`src/rtl/i2c_arb_pkg.sv`:
```
// Shared encodings and default widths for the I2C/host register-bank arbiter.
package i2c_arb_pkg;

    localparam int unsigned ADDR_W_DEF = 8;
    localparam int unsigned DATA_W_DEF = 16;

    typedef enum logic [1:0] {
        ST_IDLE    = 2'd0,
        ST_ACCESS  = 2'd1,
        ST_CAPTURE = 2'd2
    } arb_state_e;

    typedef enum logic [2:0] {
        GNT_NONE    = 3'd0,
        GNT_I2C_WR  = 3'd1,
        GNT_I2C_RD  = 3'd2,
        GNT_HOST_RD = 3'd3,
        GNT_HOST_WR = 3'd4
    } grant_e;

endpackage

```
`src/rtl/i2c_reg_arbiter.sv`:
```
// Shares one single-port register bank between the I2C slave register port
// and a local host port; one bank operation per three cycles.
module i2c_reg_arbiter
    import i2c_arb_pkg::*;
#(
    parameter int unsigned ADDR_W = ADDR_W_DEF,
    parameter int unsigned DATA_W = DATA_W_DEF
) (
    input  logic              clk,
    input  logic              reset_n,
    input  logic              i2c_we,
    input  logic [ADDR_W-1:0] i2c_reg_addr,
    input  logic [DATA_W-1:0] i2c_datao,
    output logic [DATA_W-1:0] i2c_datai,
    input  logic              host_req,
    input  logic              host_we,
    input  logic [ADDR_W-1:0] host_addr,
    input  logic [DATA_W-1:0] host_wdata,
    output logic              host_ack,
    output logic [DATA_W-1:0] host_rdata,
    output logic              rf_en,
    output logic              rf_we,
    output logic [ADDR_W-1:0] rf_addr,
    output logic [DATA_W-1:0] rf_wdata,
    input  logic [DATA_W-1:0] rf_rdata,
    output logic              wr_overflow
);

    arb_state_e        state;
    grant_e            grant_q;
    grant_e            pick_c;
    logic              iw_pend;
    logic [ADDR_W-1:0] iw_addr;
    logic [DATA_W-1:0] iw_data;
    logic [ADDR_W-1:0] i2c_loaded_addr;
    logic              i2c_dirty;
    logic              last_host;
    logic              h_pend_c;
    logic              ir_pend_c;
    logic              iw_clr_c;

    assign h_pend_c  = host_req && !host_ack;
    assign ir_pend_c = i2c_dirty || (i2c_reg_addr != i2c_loaded_addr);

    // Host gets the next slot after any I2C grant; otherwise iw > ir > host.
    always_comb begin
        pick_c = GNT_NONE;
        if (h_pend_c && !last_host) begin
            pick_c = host_we ? GNT_HOST_WR : GNT_HOST_RD;
        end else if (iw_pend) begin
            pick_c = GNT_I2C_WR;
        end else if (ir_pend_c) begin
            pick_c = GNT_I2C_RD;
        end else if (h_pend_c) begin
            pick_c = host_we ? GNT_HOST_WR : GNT_HOST_RD;
        end
    end

    assign iw_clr_c = (state == ST_IDLE) && (pick_c == GNT_I2C_WR);

    // One-entry write buffer; a strobe coinciding with its grant refills it.
    always_ff @(posedge clk or negedge reset_n) begin
        if (!reset_n) begin
            iw_pend     <= 1'b0;
            iw_addr     <= '0;
            iw_data     <= '0;
            wr_overflow <= 1'b0;
        end else if (i2c_we) begin
            if (iw_pend && !iw_clr_c) begin
                wr_overflow <= 1'b1;
            end else begin
                iw_pend <= 1'b1;
                iw_addr <= i2c_reg_addr;
                iw_data <= i2c_datao;
            end
        end else if (iw_clr_c) begin
            iw_pend <= 1'b0;
        end
    end

    always_ff @(posedge clk or negedge reset_n) begin
        if (!reset_n) begin
            state           <= ST_IDLE;
            grant_q         <= GNT_NONE;
            rf_en           <= 1'b0;
            rf_we           <= 1'b0;
            rf_addr         <= '0;
            rf_wdata        <= '0;
            host_ack        <= 1'b0;
            host_rdata      <= '0;
            i2c_datai       <= '0;
            i2c_loaded_addr <= '0;
            i2c_dirty       <= 1'b1;
            last_host       <= 1'b1;
        end else begin
            host_ack <= 1'b0;
            case (state)
                ST_IDLE: begin
                    grant_q <= pick_c;
                    case (pick_c)
                        GNT_I2C_WR: begin
                            rf_en     <= 1'b1;
                            rf_we     <= 1'b1;
                            rf_addr   <= iw_addr;
                            rf_wdata  <= iw_data;
                            // Slave post-increments after a write, so re-read regardless.
                            i2c_dirty <= 1'b1;
                            last_host <= 1'b0;
                            state     <= ST_ACCESS;
                        end
                        GNT_I2C_RD: begin
                            rf_en     <= 1'b1;
                            rf_we     <= 1'b0;
                            rf_addr   <= i2c_reg_addr;
                            last_host <= 1'b0;
                            state     <= ST_ACCESS;
                        end
                        GNT_HOST_WR: begin
                            rf_en     <= 1'b1;
                            rf_we     <= 1'b1;
                            rf_addr   <= host_addr;
                            rf_wdata  <= host_wdata;
                            if (host_addr == i2c_loaded_addr) begin
                                i2c_dirty <= 1'b1;
                            end
                            last_host <= 1'b1;
                            state     <= ST_ACCESS;
                        end
                        GNT_HOST_RD: begin
                            rf_en     <= 1'b1;
                            rf_we     <= 1'b0;
                            rf_addr   <= host_addr;
                            last_host <= 1'b1;
                            state     <= ST_ACCESS;
                        end
                        default: state <= ST_IDLE;
                    endcase
                end
                ST_ACCESS: begin
                    rf_en <= 1'b0;
                    rf_we <= 1'b0;
                    state <= ST_CAPTURE;
                end
                ST_CAPTURE: begin
                    state <= ST_IDLE;
                    case (grant_q)
                        GNT_I2C_RD: begin
                            i2c_datai       <= rf_rdata;
                            i2c_loaded_addr <= rf_addr;
                            i2c_dirty       <= 1'b0;
                        end
                        GNT_HOST_RD: begin
                            host_rdata <= rf_rdata;
                            host_ack   <= 1'b1;
                        end
                        GNT_HOST_WR: host_ack <= 1'b1;
                        default: ;
                    endcase
                end
                default: state <= ST_IDLE;
            endcase
        end
    end

endmodule

```
`config.mk`:
```
export PLATFORM = sky130hd
export DESIGN_NAME = i2c_reg_arbiter
export DESIGN_NICKNAME = d
export VERILOG_FILES = /design/src/rtl/i2c_arb_pkg.sv /design/src/rtl/i2c_reg_arbiter.sv
export SDC_FILE = /design/constraint.sdc
export NUM_CORES = 1
export LEC_CHECK = 0
export BUFFER_PORTS_ARGS = -buffer_cell sky130_fd_sc_hd__buf_4
export CORE_UTILIZATION = 28
export DETAILED_ROUTE_END_ITERATION = 12
export PLACE_DENSITY = 0.55
export SLEW_MARGIN = 10
export SYNTH_ARGS = -nofsm -noshare
export SYNTH_HDL_FRONTEND = slang
export SYNTH_SLANG_ARGS = --single-unit
```
`constraint.sdc`:
```
create_clock -name clk -period 3.2 [get_ports clk]
set_input_delay 0.16 -clock clk [delete_from_list [all_inputs] [get_ports clk]]
set_output_delay 0.16 -clock clk [all_outputs]
set_load 0.02 [all_outputs]
```
==> reports/results.txt <==
Outcome: finished clean
Clock sink count: 100
Relative slew slack: 45.2%
Maxcap violations: 0
Clock Latency Late Sink: 0.35 ns
Cell Area, Synth: 4520 um2
Setup bufs post-CTS: 0
WP data arrival: 2.65 ns
Placement Setup Slack: 0.781 ns
Detailed-router iteration count before antenna repair: 7
Post-layout min period: 2.42 ns
Hold path endpoint: iw_data[6]$_DFFE_PN0P_
Die H: 129 um
Tcrit/Tclk final: 75.6%
Setup violators final: 0
Worst-path clk slew: 0.07 ns
Filler cell count: 1542
P per Cell Area: 1010 nW/um2
Setup WS post-layout: 0.782 ns
Final Net Count: 533
Synth cell types: 45
Syn Nets: 400
Wire per inst: 16.4 um
EDFF count, synth: 0
Worst setup path class: reg -> reg
HPWL Detailed: 7.97 mm
Die X-Extent: 129 um
Seq/Total Area, Yosys: 55.4%
Initial Utilization: 28.5%
Crit start category: flip-flop
Largest stage delay, worst path: 0.64 ns
Setup TNS: 0 ns
Post-detailed-route count of antenna-violating nets: 0
DRT iter0 DRCs: 129
Fin Clk Skew: 0.00874 ns
Root Driver: clkbuf_16
Via count: 3185
Max VDD drop: 0.000374 V
Ys async rst share: 100%
I/O pins: 129
Max clock buf depth: 2
Crit path top cell by count: or4_4
TritonCTS clock tree: built
H-Tree Depth: 3
Vias in the first global route: 3374
Static leakage: 2.75 nW
All-Layer GR Usage: 14.2%
Crit path buf inv count: 0
R2R cell count: 5
Drt via density: 4.67
Placed cell area: 5760 um2
Final WL: 11.2 mm
N_diodes: 0
Placer Congestion: 0.801
Cell breakdown of the critical path: xor2_1 -> or4_4 -> or4_4 -> a32o_1 -> mux2_4
Worst r2r src: i2c_loaded_addr[1]$_DFFE_PN0P_
First-pass GRT wire length: 17.8 mm
GR Overflow Total: 0
Worst Hold Class: in -> reg
Reg-to-reg endpoint: rf_wdata[12]$_DFFE_PN0P_
Resized cells post-CTS: 0
WP data required: 3.43 ns
CP top delay family: simple AND/OR/NAND/NOR gates
Largest net degree at the start of global routing: 51
R2R setup slack: 0.78 ns
Most used DFF post-synth: dfrtp_1
Post-Synthesis Cells: 331
Syn. warnings: 0
Post-Syn Area per Cell: 13.6 um2
Slowest CP cell: or4_4
PortBufs: 128
Die area: 16600 um2
Max Fanout on Critical Path: 16
Crit path capture type: flip-flop
Row cnt: 46
Worst-Margin Slew: 0.820 ns
RSZ-0062 raised after global routing: no
Post-CTS Hold Buffers: 1
Area delta synth->final: 33.8%
Hold_sp: i2c_datao[6]
FMAX: 414 MHz
Initial antenna violation count: 0
Hold path depth: 2
Inserted Clock Buffers: 9
Number of synthesized register bits: 100
CORE AREA: 15800 um2
Layout cells sized above 1: 47.2%
Post-route cell area: 6040 um2
DRC Markers: 0
Pins Over Slew Limit: 0
Fin. Hold Viols: 0
[worst max path at each step]
stage	to	start	cells past startpoint	slack [ns]
6_report	rf_wdata[12]$_DFFE_PN0P_	i2c_loaded_addr[1]$_DFFE_PN0P_	5	0.78
5_1_grt	rf_wdata[4]$_DFFE_PN0P_	i2c_loaded_addr[4]$_DFFE_PN0P_	6	0.69
4_1_cts	rf_wdata[5]$_DFFE_PN0P_	i2c_loaded_addr[1]$_DFFE_PN0P_	5	0.78
3_5_place_dp	rf_wdata[5]$_DFFE_PN0P_	i2c_loaded_addr[1]$_DFFE_PN0P_	5	0.78
3_3_place_gp	rf_wdata[14]$_DFFE_PN0P_	i2c_loaded_addr[1]$_DFFE_PN0P_	5	0.84
2_1_floorplan	rf_wdata[8]$_DFFE_PN0P_	i2c_loaded_addr[1]$_DFFE_PN0P_	7	0.80
[cell usage after synthesis, types with 4 or more instances]
library cell / instances / share of area (%)
dfrtp_1: 98 / 54
mux2_2: 53 / 13
nor2b_1: 22 / 3.0
mux2_1: 21 / 5.2
a32o_1: 16 / 3.5
xnor2_1: 13 / 2.5
inv_1: 12 / 1.0
clkbuf_1: 10 / 0.83
nand2_1: 9 / 0.75
a222oi_1: 8 / 1.8
mux2i_1: 8 / 1.8
nor2_1: 7 / 0.58
mux2_4: 6 / 2.0
buf_1: 4 / 0.33
[where the power goes]
group	leakage [nW]	total, mW	switching (mW)	internal [mW]
Clock	0.140	1.06	0.452	0.612
Sequential	1.19	2.30	0.416	1.89
Combinational	1.42	2.74	1.33	1.41
[cell families after synthesis]
kind of cell | Yosys count | synth area share (%)
flops | 100 | 55.4
mux | 88 | 22.2
simple gates | 55 | 7.23
compound gates | 43 | 9.19
buf+inv | 29 | 2.82
xor+xnor | 16 | 3.10
[registers in the layout, indices dropped and copies added (netlist names), 2 cells and up]
register         flops
state                2
iw_data             16
host_rdata          16
grant_q              3
rf_addr              8
i2c_loaded_addr      8
rf_wdata            16
i2c_datai           16
iw_addr              8
[per-stage QoR]
step / hold slack (ns) / power, mW / utilization, % / cells
6_report: 0.0229 / 6.11 / 38.2 / 682
5_1_grt: 0.00725 / 6.50 / 38.2 / 682
4_1_cts: 0.00694 / 6.20 / 38.2 / 682
3_5_place_dp: 0.249 / 5.10 / 36.4 / 668
3_3_place_gp: 0.231 / 5.01 / 36.4 / 668
2_1_floorplan: -0.136 / 4.00 / - / 331
[worst reg2reg max path: cells and delay by family (launching register included)]
kind                      cells  cell delay [ns]
muxes                         1             0.25
and+or+nand+nor               2             1.21
xor gates and xnor gates      1             0.18
DFF                           1             0.41
AOI/OAI and AO/OA             1             0.26
[final cells by class]
class                           instances  area [um2]  share of cell area, %
Clock buffer                           10         239                   3.95
Clock inverter                          3        40.0                  0.662
Inverter                               12        45.0                  0.745
Multi-Input combinational cell        202        1900                   31.4
Sequential cell                       100        2500                   41.4
Tap cell                              216         270                   4.47
Timing Repair Buffer                  139        1050                   17.3
[routing by layer]
metal | global-route usage [%] | wire, um | vias to the layer above
met5 | 0 | 0 | -
met4 | 3.46 | 93 | 0
met3 | 4.58 | 687 | 7
met2 | 23.5 | 5410 | 100
met1 | 18.0 | 5010 | 1598
li1 | - | - | 1480
[placed cells by master (no fill, tap or decap), types with 6 or more instances in the layout]
cell / synthesis / final
buf_4: 1 / 138
dfrtp_1: 98 / 98
mux2_2: 53 / 53
nor2b_1: 22 / 21
mux2_1: 21 / 21
a32o_1: 16 / 16
xnor2_1: 13 / 13
inv_1: 12 / 12
nand2_1: 9 / 9
clkbuf_16: 0 / 9
a222oi_1: 8 / 8
mux2i_1: 8 / 8
nor2_1: 7 / 7
mux2_4: 6 / 6
Power figures use the tool's default switching activity.
